## src/rtl/ppu_pkg.sv

```systemverilog
// Shared definitions for the PPU CPU-register interface.
// Holds the register select codes, the palette constants and the read-buffer states.
package ppu_pkg;

    localparam logic [2:0] REG_CTRL     = 3'd0;
    localparam logic [2:0] REG_MASK     = 3'd1;
    localparam logic [2:0] REG_STATUS   = 3'd2;
    localparam logic [2:0] REG_OAM_ADDR = 3'd3;
    localparam logic [2:0] REG_OAM_DATA = 3'd4;
    localparam logic [2:0] REG_SCROLL   = 3'd5;
    localparam logic [2:0] REG_ADDR     = 3'd6;
    localparam logic [2:0] REG_DATA     = 3'd7;

    localparam logic [5:0]  PAL_PAGE       = 6'h3F;
    localparam logic [13:0] PAL_MIRROR_OFS = 14'h1000;

    typedef enum logic {
        RB_IDLE,
        RB_WAIT
    } rb_state_t;

    function automatic logic in_palette(input logic [14:0] addr);
        return addr[13:8] == PAL_PAGE;
    endfunction

endpackage

```

## src/rtl/ppu_rdbuf.sv

```systemverilog
// PPUDATA read buffer: issues one VRAM refill request per launch and holds it
// until acknowledged. A launch while waiting only re-targets the pending request.
module ppu_rdbuf
    import ppu_pkg::*;
(
    input  logic        clk_in,
    input  logic        rst_in,
    input  logic        launch,
    input  logic [13:0] a,
    output logic        req,
    output logic [13:0] rd_a,
    input  logic        ack,
    input  logic [7:0]  d,
    output logic [7:0]  rd_buf
);

    rb_state_t state;

    always_ff @(posedge clk_in) begin
        if (rst_in) begin
            state  <= RB_IDLE;
            req    <= 1'b0;
            rd_a   <= '0;
            rd_buf <= '0;
        end else begin
            case (state)
                RB_IDLE: begin
                    if (launch) begin
                        state <= RB_WAIT;
                        req   <= 1'b1;
                        rd_a  <= a;
                    end
                end
                RB_WAIT: begin
                    // An ack arriving with a new launch belongs to the superseded address.
                    if (launch) begin
                        rd_a <= a;
                    end else if (ack) begin
                        state  <= RB_IDLE;
                        req    <= 1'b0;
                        rd_buf <= d;
                    end
                end
                default: begin
                    state <= RB_IDLE;
                    req   <= 1'b0;
                end
            endcase
        end
    end

endmodule

```

## src/rtl/ppu_reg_if.sv

```systemverilog
// CPU-facing PPU register file ($2000-$2007): CTRL/MASK, loopy scroll latches,
// VRAM address, OAM port, PPUDATA buffering, open-bus latch and vblank/NMI status.
module ppu_reg_if
    import ppu_pkg::*;
#(
    parameter int unsigned INC_HI   = 32,
    parameter int unsigned OB_DECAY = 0,
    parameter int unsigned OB_CW    = 16
) (
    input  logic        clk_in,
    input  logic        rst_in,
    input  logic [2:0]  sel_in,
    input  logic        ncs_in,
    input  logic        r_nw_in,
    input  logic [7:0]  cpu_d_in,
    output logic [7:0]  cpu_d_out,
    input  logic        vblank_in,
    input  logic        spr_0_hit_in,
    input  logic        spr_overflow_in,
    output logic        nmi_out,
    output logic [7:0]  ctrl_out,
    output logic [7:0]  mask_out,
    output logic [14:0] t_out,
    output logic [2:0]  fh_out,
    output logic        upd_cntrs_out,
    output logic [13:0] vram_a_out,
    output logic [7:0]  vram_d_out,
    output logic        vram_wr_out,
    output logic        pram_wr_out,
    input  logic [7:0]  pram_d_in,
    output logic        vram_rd_req_out,
    output logic [13:0] vram_rd_a_out,
    input  logic        vram_rd_ack_in,
    input  logic [7:0]  vram_d_in,
    output logic [7:0]  spr_ram_a_out,
    output logic [7:0]  spr_ram_d_out,
    output logic        spr_ram_wr_out,
    input  logic [7:0]  spr_ram_d_in
);

    localparam logic [OB_CW-1:0] DECAY_LIM = OB_CW'(OB_DECAY);
    localparam logic [OB_CW-1:0] DECAY_M1  = OB_CW'(OB_DECAY - 1);

    logic             q_ncs;
    logic             acc, rd, wr;
    logic [7:0]       ctrl, mask, oam_a;
    logic [14:0]      t, v, v_inc;
    logic [2:0]       fh;
    logic             w, upd;
    logic             q_vblank, vblank_flag;
    logic [7:0]       ob;
    logic [OB_CW-1:0] ob_cnt;
    logic [7:0]       rd_data, rd_buf;
    logic             pal_hit, launch;
    logic [13:0]      refill_a;

    // Only the first cycle of a chip-select assertion performs an access.
    assign acc     = q_ncs & ~ncs_in & ~rst_in;
    assign rd      = acc & r_nw_in;
    assign wr      = acc & ~r_nw_in;
    assign pal_hit = in_palette(v);
    assign v_inc   = ctrl[2] ? 15'(INC_HI) : 15'd1;

    always_comb begin
        rd_data = ob;
        case (sel_in)
            REG_STATUS:   rd_data = {vblank_flag, spr_0_hit_in, spr_overflow_in, ob[4:0]};
            REG_OAM_DATA: rd_data = spr_ram_d_in;
            REG_DATA:     rd_data = pal_hit ? pram_d_in : rd_buf;
            default:      rd_data = ob;
        endcase
    end

    assign cpu_d_out = (~ncs_in & r_nw_in & ~rst_in) ? rd_data : 8'h00;

    always_ff @(posedge clk_in) begin
        if (rst_in) begin
            q_ncs <= 1'b1;
            ctrl  <= '0;
            mask  <= '0;
            oam_a <= '0;
            t     <= '0;
            v     <= '0;
            fh    <= '0;
            w     <= 1'b0;
            upd   <= 1'b0;
        end else begin
            q_ncs <= ncs_in;
            upd   <= 1'b0;
            if (wr) begin
                case (sel_in)
                    REG_CTRL: begin
                        ctrl      <= cpu_d_in;
                        t[11:10]  <= cpu_d_in[1:0];
                    end
                    REG_MASK:     mask  <= cpu_d_in;
                    REG_OAM_ADDR: oam_a <= cpu_d_in;
                    REG_OAM_DATA: oam_a <= oam_a + 8'd1;
                    REG_SCROLL: begin
                        if (!w) begin
                            fh     <= cpu_d_in[2:0];
                            t[4:0] <= cpu_d_in[7:3];
                        end else begin
                            t[14:12] <= cpu_d_in[2:0];
                            t[9:5]   <= cpu_d_in[7:3];
                        end
                        w <= ~w;
                    end
                    REG_ADDR: begin
                        if (!w) begin
                            t[13:8] <= cpu_d_in[5:0];
                            t[14]   <= 1'b0;
                        end else begin
                            t[7:0] <= cpu_d_in;
                            v      <= {t[14:8], cpu_d_in};
                            upd    <= 1'b1;
                        end
                        w <= ~w;
                    end
                    REG_DATA: v <= v + v_inc;
                    default: ;
                endcase
            end else if (rd) begin
                case (sel_in)
                    REG_STATUS: w <= 1'b0;
                    REG_DATA:   v <= v + v_inc;
                    default: ;
                endcase
            end
        end
    end

    // A rise coinciding with a status read is swallowed, so that read cannot race the NMI.
    always_ff @(posedge clk_in) begin
        if (rst_in) begin
            q_vblank    <= 1'b0;
            vblank_flag <= 1'b0;
        end else begin
            q_vblank <= vblank_in;
            if (!vblank_in || (rd && sel_in == REG_STATUS)) begin
                vblank_flag <= 1'b0;
            end else if (vblank_in && !q_vblank) begin
                vblank_flag <= 1'b1;
            end
        end
    end

    always_ff @(posedge clk_in) begin
        if (rst_in) begin
            ob     <= '0;
            ob_cnt <= '0;
        end else if (wr) begin
            ob     <= cpu_d_in;
            ob_cnt <= '0;
        end else if (rd) begin
            ob     <= rd_data;
            ob_cnt <= '0;
        end else if (OB_DECAY != 0 && ob_cnt != DECAY_LIM) begin
            ob_cnt <= ob_cnt + OB_CW'(1);
            if (ob_cnt == DECAY_M1) begin
                ob <= '0;
            end
        end
    end

    // Palette space mirrors the refill onto the nametable underneath it.
    assign launch   = rd & (sel_in == REG_DATA);
    assign refill_a = pal_hit ? (v[13:0] - PAL_MIRROR_OFS) : v[13:0];

    ppu_rdbuf u_rdbuf (
        .clk_in (clk_in),
        .rst_in (rst_in),
        .launch (launch),
        .a      (refill_a),
        .req    (vram_rd_req_out),
        .rd_a   (vram_rd_a_out),
        .ack    (vram_rd_ack_in),
        .d      (vram_d_in),
        .rd_buf (rd_buf)
    );

    assign vram_wr_out    = wr & (sel_in == REG_DATA) & ~pal_hit;
    assign pram_wr_out    = wr & (sel_in == REG_DATA) & pal_hit;
    assign vram_d_out     = (wr && sel_in == REG_DATA) ? cpu_d_in : 8'h00;
    assign spr_ram_wr_out = wr & (sel_in == REG_OAM_DATA);
    assign spr_ram_d_out  = spr_ram_wr_out ? cpu_d_in : 8'h00;
    assign spr_ram_a_out  = oam_a;

    assign nmi_out       = ctrl[7] & vblank_flag;
    assign ctrl_out      = ctrl;
    assign mask_out      = mask;
    assign t_out         = t;
    assign fh_out        = fh;
    assign upd_cntrs_out = upd;
    assign vram_a_out    = v[13:0];

endmodule
```

## config.mk

```make
export PLATFORM = sky130hd
export DESIGN_NAME = ppu_reg_if
export DESIGN_NICKNAME = d
export VERILOG_FILES = /design/src/rtl/ppu_pkg.sv /design/src/rtl/ppu_rdbuf.sv /design/src/rtl/ppu_reg_if.sv
export SDC_FILE = /design/constraint.sdc
export NUM_CORES = 1
export LEC_CHECK = 0
export ABC_AREA = 0
export BUFFER_PORTS_ARGS = -buffer_cell sky130_fd_sc_hd__buf_2
export CAP_MARGIN = 20
export CORE_UTILIZATION = 52
export DETAILED_ROUTE_END_ITERATION = 12
export PLACE_DENSITY = 0.8
export SKIP_CTS_REPAIR_TIMING = 1
export SKIP_LAST_GASP = 1
export SYNTH_ARGS = -nofsm -noshare
export SYNTH_HDL_FRONTEND = slang
export SYNTH_HIERARCHICAL = 1
export SYNTH_SLANG_ARGS = --single-unit
```

## constraint.sdc

```tcl
create_clock -name clk_in -period 2.9 [get_ports clk_in]
set_clock_uncertainty 0.1 [all_clocks]
set_input_delay 0.145 -clock clk_in [delete_from_list [all_inputs] [get_ports clk_in]]
set_output_delay 0.145 -clock clk_in [all_outputs]
set_load 0.005 [all_outputs]
```

==> impl_metrics.json <==
{
  "run_status": "finished, violations left",
  "failed_checks": "negative hold slack",
  "report.final.hold_viol_count": 2,
  "synth_top_cell_by_area": "dfxtp_1",
  "synth_ff_type": "dfxtp_1",
  "power_mw": 2.38,
  "ant_nets": 0,
  "async_flop_share_pct": 0,
  "yosysTopAreaCellShare_pct": 37.5,
  "reg2reg_from": "ctrl_out[2]$_SDFFE_PP0P_",
  "synth_cell_types": 61,
  "cts-root-buf": "clkbuf_8",
  "maxUsedRoutingLayer": "met4",
  "grt.total_usage_pct": 28.9,
  "rsz0062_at_grt": "false",
  "fin_crit_sh_pct": 90.2,
  "p_leak_nw": 2.49,
  "hold_end": "u_rdbuf/state$_SDFF_PP0_",
  "initial_core_util_pct": 53.7,
  "layout.nets": 760,
  "synthAdderAreaFrac_pct": 1.26,
  "tns_ns": 0,
  "peakVddDrop_uv": 275,
  "drt-initial-drc-count": 429,
  "r2r_setup_slack_ns": 0.67,
  "syn_area_sq_mm": 0.00496,
  "io_pins": 143,
  "vias": 4996,
  "grt_start_max_net_pins": 47,
  "routed-wl-met3_um": 1160,
  "wl_um": 14300,
  "die_area_sq_mm": 0.00994,
  "design_area_sq_mm": 0.00591,
  "num_rows": 35,
  "synth_area_leaders": "dfxtp_1, mux2i_1, nor2_1, a21oi_1, nand2_1",
  "place.gp.congestion": 0.878,
  "cap_violations": 0,
  "path_class": "reg -> out",
  "relSlewSlack_pct": 50.4,
  "clk_latency_ns": 0.37,
  "synth-simple-area-share_pct": 24.7,
  "drc": 0,
  "ys_ff_latch": 93,
  "drive_gt1_share_pct": 26.9,
  "dp_hpwl_um": 9780,
  "grt_pass1_vias": 4447,
  "slew_viol_final": 0,
  "antennaDiodeCount": 0,
  "portBuffers": 142,
  "die_x_um": 99.7,
  "fmax_mhz": 382,
  "cts.sinks": 93,
  "p_per_area_mw_per_mm2": 403,
  "synthCells": 596,
  "die_h_um": 99.7,
  "area_growth_pct": 19.1,
  "hold_class": "in -> reg",
  "hp-start": "vram_rd_ack_in",
  "cts_tree": "built",
  "core-area_sq_mm": 0.00924,
  "dpl_cell_area_sq_mm": 0.00563,
  "drt-pass1-iter-count": 5,
  "synth_xor_area_share_pct": 0.706,
  "worst-path-max-fanout": 13,
  "tightest_slew_ns": 0.734,
  "gr-total-overflow": 0,
  "whs_ns": -0.0380,
  "wl_met1_um": 6530,
  "wl_met2_um": 6390,
  "fillCellCount": 815,
  "finalSetupViolCount": 0,
  "cts.path.max_buffers": 2,
  "crit_arrival_ns": 2.37,
  "r2r_cells": 7,
  "pwr-share-comb_pct": 11.3,
  "cp-end-kind": "output pin",
  "syn_avg_cell_area_sq_um": 8.33,
  "synthMuxAreaShare_pct": 10.9,
  "ys_warn_count": 6,
  "synth_compound_area_share_pct": 18.1,
  "antenna_found_initial": 0,
  "p_clk_share_pct": 33.9,
  "grt_pass1_wl_um": 22700,
  "avgViaCountPerCell": 5.91,
  "post-route-min-period_ns": 2.62,
  "power_switching_mw": 0.674,
  "switching_share_pct": 28.3,
  "holdPathStages": 3,
  "startpoint_type": "flop",
  "synth_nets": 644,
  "worstPathRequired_ns": 2.65,
  "wl_per_cell_um": 16.9,
  "seq_power_share_pct": 54.7,
  "synth_edf_count": 0,
  "p_int_mw": 1.71,
  "path_clk_slew_ns": 0.09,
  "seq_area_frac_synth_pct": 37.5,
  "cts_made_buffers": 9,
  "r2r-end": "v[9]$_SDFFE_PP0P_",
  "h-tree-depth": 3,
  "synth_top_family_by_area": "simple AND/OR/NAND/NOR gates"
}
==> sequential cells by signal, summed over array words and instances (netlist names), 3 cells and up <==
register        flops
fh_out              3
mask_out            8
u_rdbuf/rd_buf      8
t_out              15
ctrl_out            8
u_rdbuf/rd_a       14
ob                  8
v                  14
spr_ram_a_out       8
==> synth_stat cells (8+ instances only) <==
library cell,number
a211oi_1,12
a21oi_1,44
a22oi_1,9
and3_1,19
buf_4,13
clkbuf_1,32
dfxtp_1,93
inv_1,10
mux2i_1,46
nand2_1,33
nand2b_1,18
nand3_1,16
nor2_1,82
nor3_1,13
nor3b_1,8
o21ai_0,22
==> logic make-up (layout without fill, tap and decap cells) <==
kind of cell | Yosys count | after routing
simple gates | 235 | 235
flops | 93 | 93
xor+xnor | 4 | 4
buf+inv | 70 | 191
mux | 53 | 53
compound gates | 136 | 136
fa+ha+maj | 5 | 5
==> worst max-delay path by stage <==
stage / from / end / slack, ns / cells past startpoint
CTS: v[8]$_SDFFE_PP0P_ / cpu_d_out[4] / 0.12 / 6
floorplan: v[12]$_SDFFE_PP0P_ / ob[2]$_SDFFE_PP0P_ / 0.86 / 6
global route: v[8]$_SDFFE_PP0P_ / cpu_d_out[0] / 0.09 / 6
detailed placement: v[8]$_SDFFE_PP0P_ / cpu_d_out[4] / 0.54 / 6
finish: v[8]$_SDFFE_PP0P_ / cpu_d_out[4] / 0.28 / 6
global placement: v[8]$_SDFFE_PP0P_ / cpu_d_out[0] / 0.60 / 6
==> power by group through the flow <==
stage                     combinational [mW]  clock, mW  sequential [mW]
after floorplan                        0.165          0             1.33
after global placement                 0.249          0             1.33
after detailed placement               0.253          0             1.33
after CTS                              0.254      0.819             1.30
after global routing                   0.291      0.870             1.31
final                                  0.270      0.809             1.30
==> layer usage <==
metal  vias up  track usage (%)
li1       2371                -
met1      2328             41.2
met2       272             44.1
met3        25             5.27
met4         0             9.39
met5         -                0
==> cells in the final DEF (no fill, tap or decap), types with 5 or more instances in the layout <==
| cell | count |
|---|---|
| buf_2 | 142 |
| a21oi_1 | 44 |
| o21ai_0 | 22 |
| o22ai_1 | 5 |
| ha_1 | 5 |
| clkbuf_8 | 9 |
| mux2i_1 | 46 |
| nand3_1 | 16 |
| nor3b_1 | 8 |
| nor2_1 | 82 |
| a31oi_1 | 6 |
| buf_4 | 12 |
| nor3_1 | 13 |
| nand2b_1 | 18 |
| inv_1 | 10 |
| nand2_1 | 32 |
| nor2b_1 | 7 |
| a22oi_1 | 9 |
| dfxtp_1 | 93 |
| dlygate4sd3_1 | 10 |
| and3_1 | 19 |
| and2_1 | 5 |
| nand4_1 | 7 |
| mux2_2 | 7 |
| a211oi_1 | 12 |
| nor4_1 | 6 |
==> critical path: stages (launching register included) <==
cell and delay (ns):
dfxtp_1 0.48, and4_1 0.32, nand2_2 0.25, mux2_2 0.35, a222oi_1 0.40, nor2_1 0.07, buf_2 0.13
==> through the flow <==
stage	utilization [%]	hold WS, ns	setup slack [ns]	std cells
5_1_grt	64.0	0.000870	0.0928	846
6_report	64.0	-0.0380	0.283	846
3_5_place_dp	61.0	0.316	0.538	820
3_3_place_gp	61.0	0.308	0.598	820
4_1_cts	62.8	-0.0755	0.122	836
2_1_floorplan	-	0.143	0.858	596
==> final cells by class <==
class                           instances  area [sq um]  share of cell area [%]
Sequential cell                        93          1860                    31.5
Tap cell                              129           161                    2.73
Clock inverter                          6          45.0                   0.762
Multi-Input combinational cell        433          2770                    46.9
Inverter                               11          41.3                   0.699
Timing Repair Buffer                  164           901                    15.2
Clock buffer                           10           128                    2.16
No activity file was read; power rests on OpenSTA's default activity.
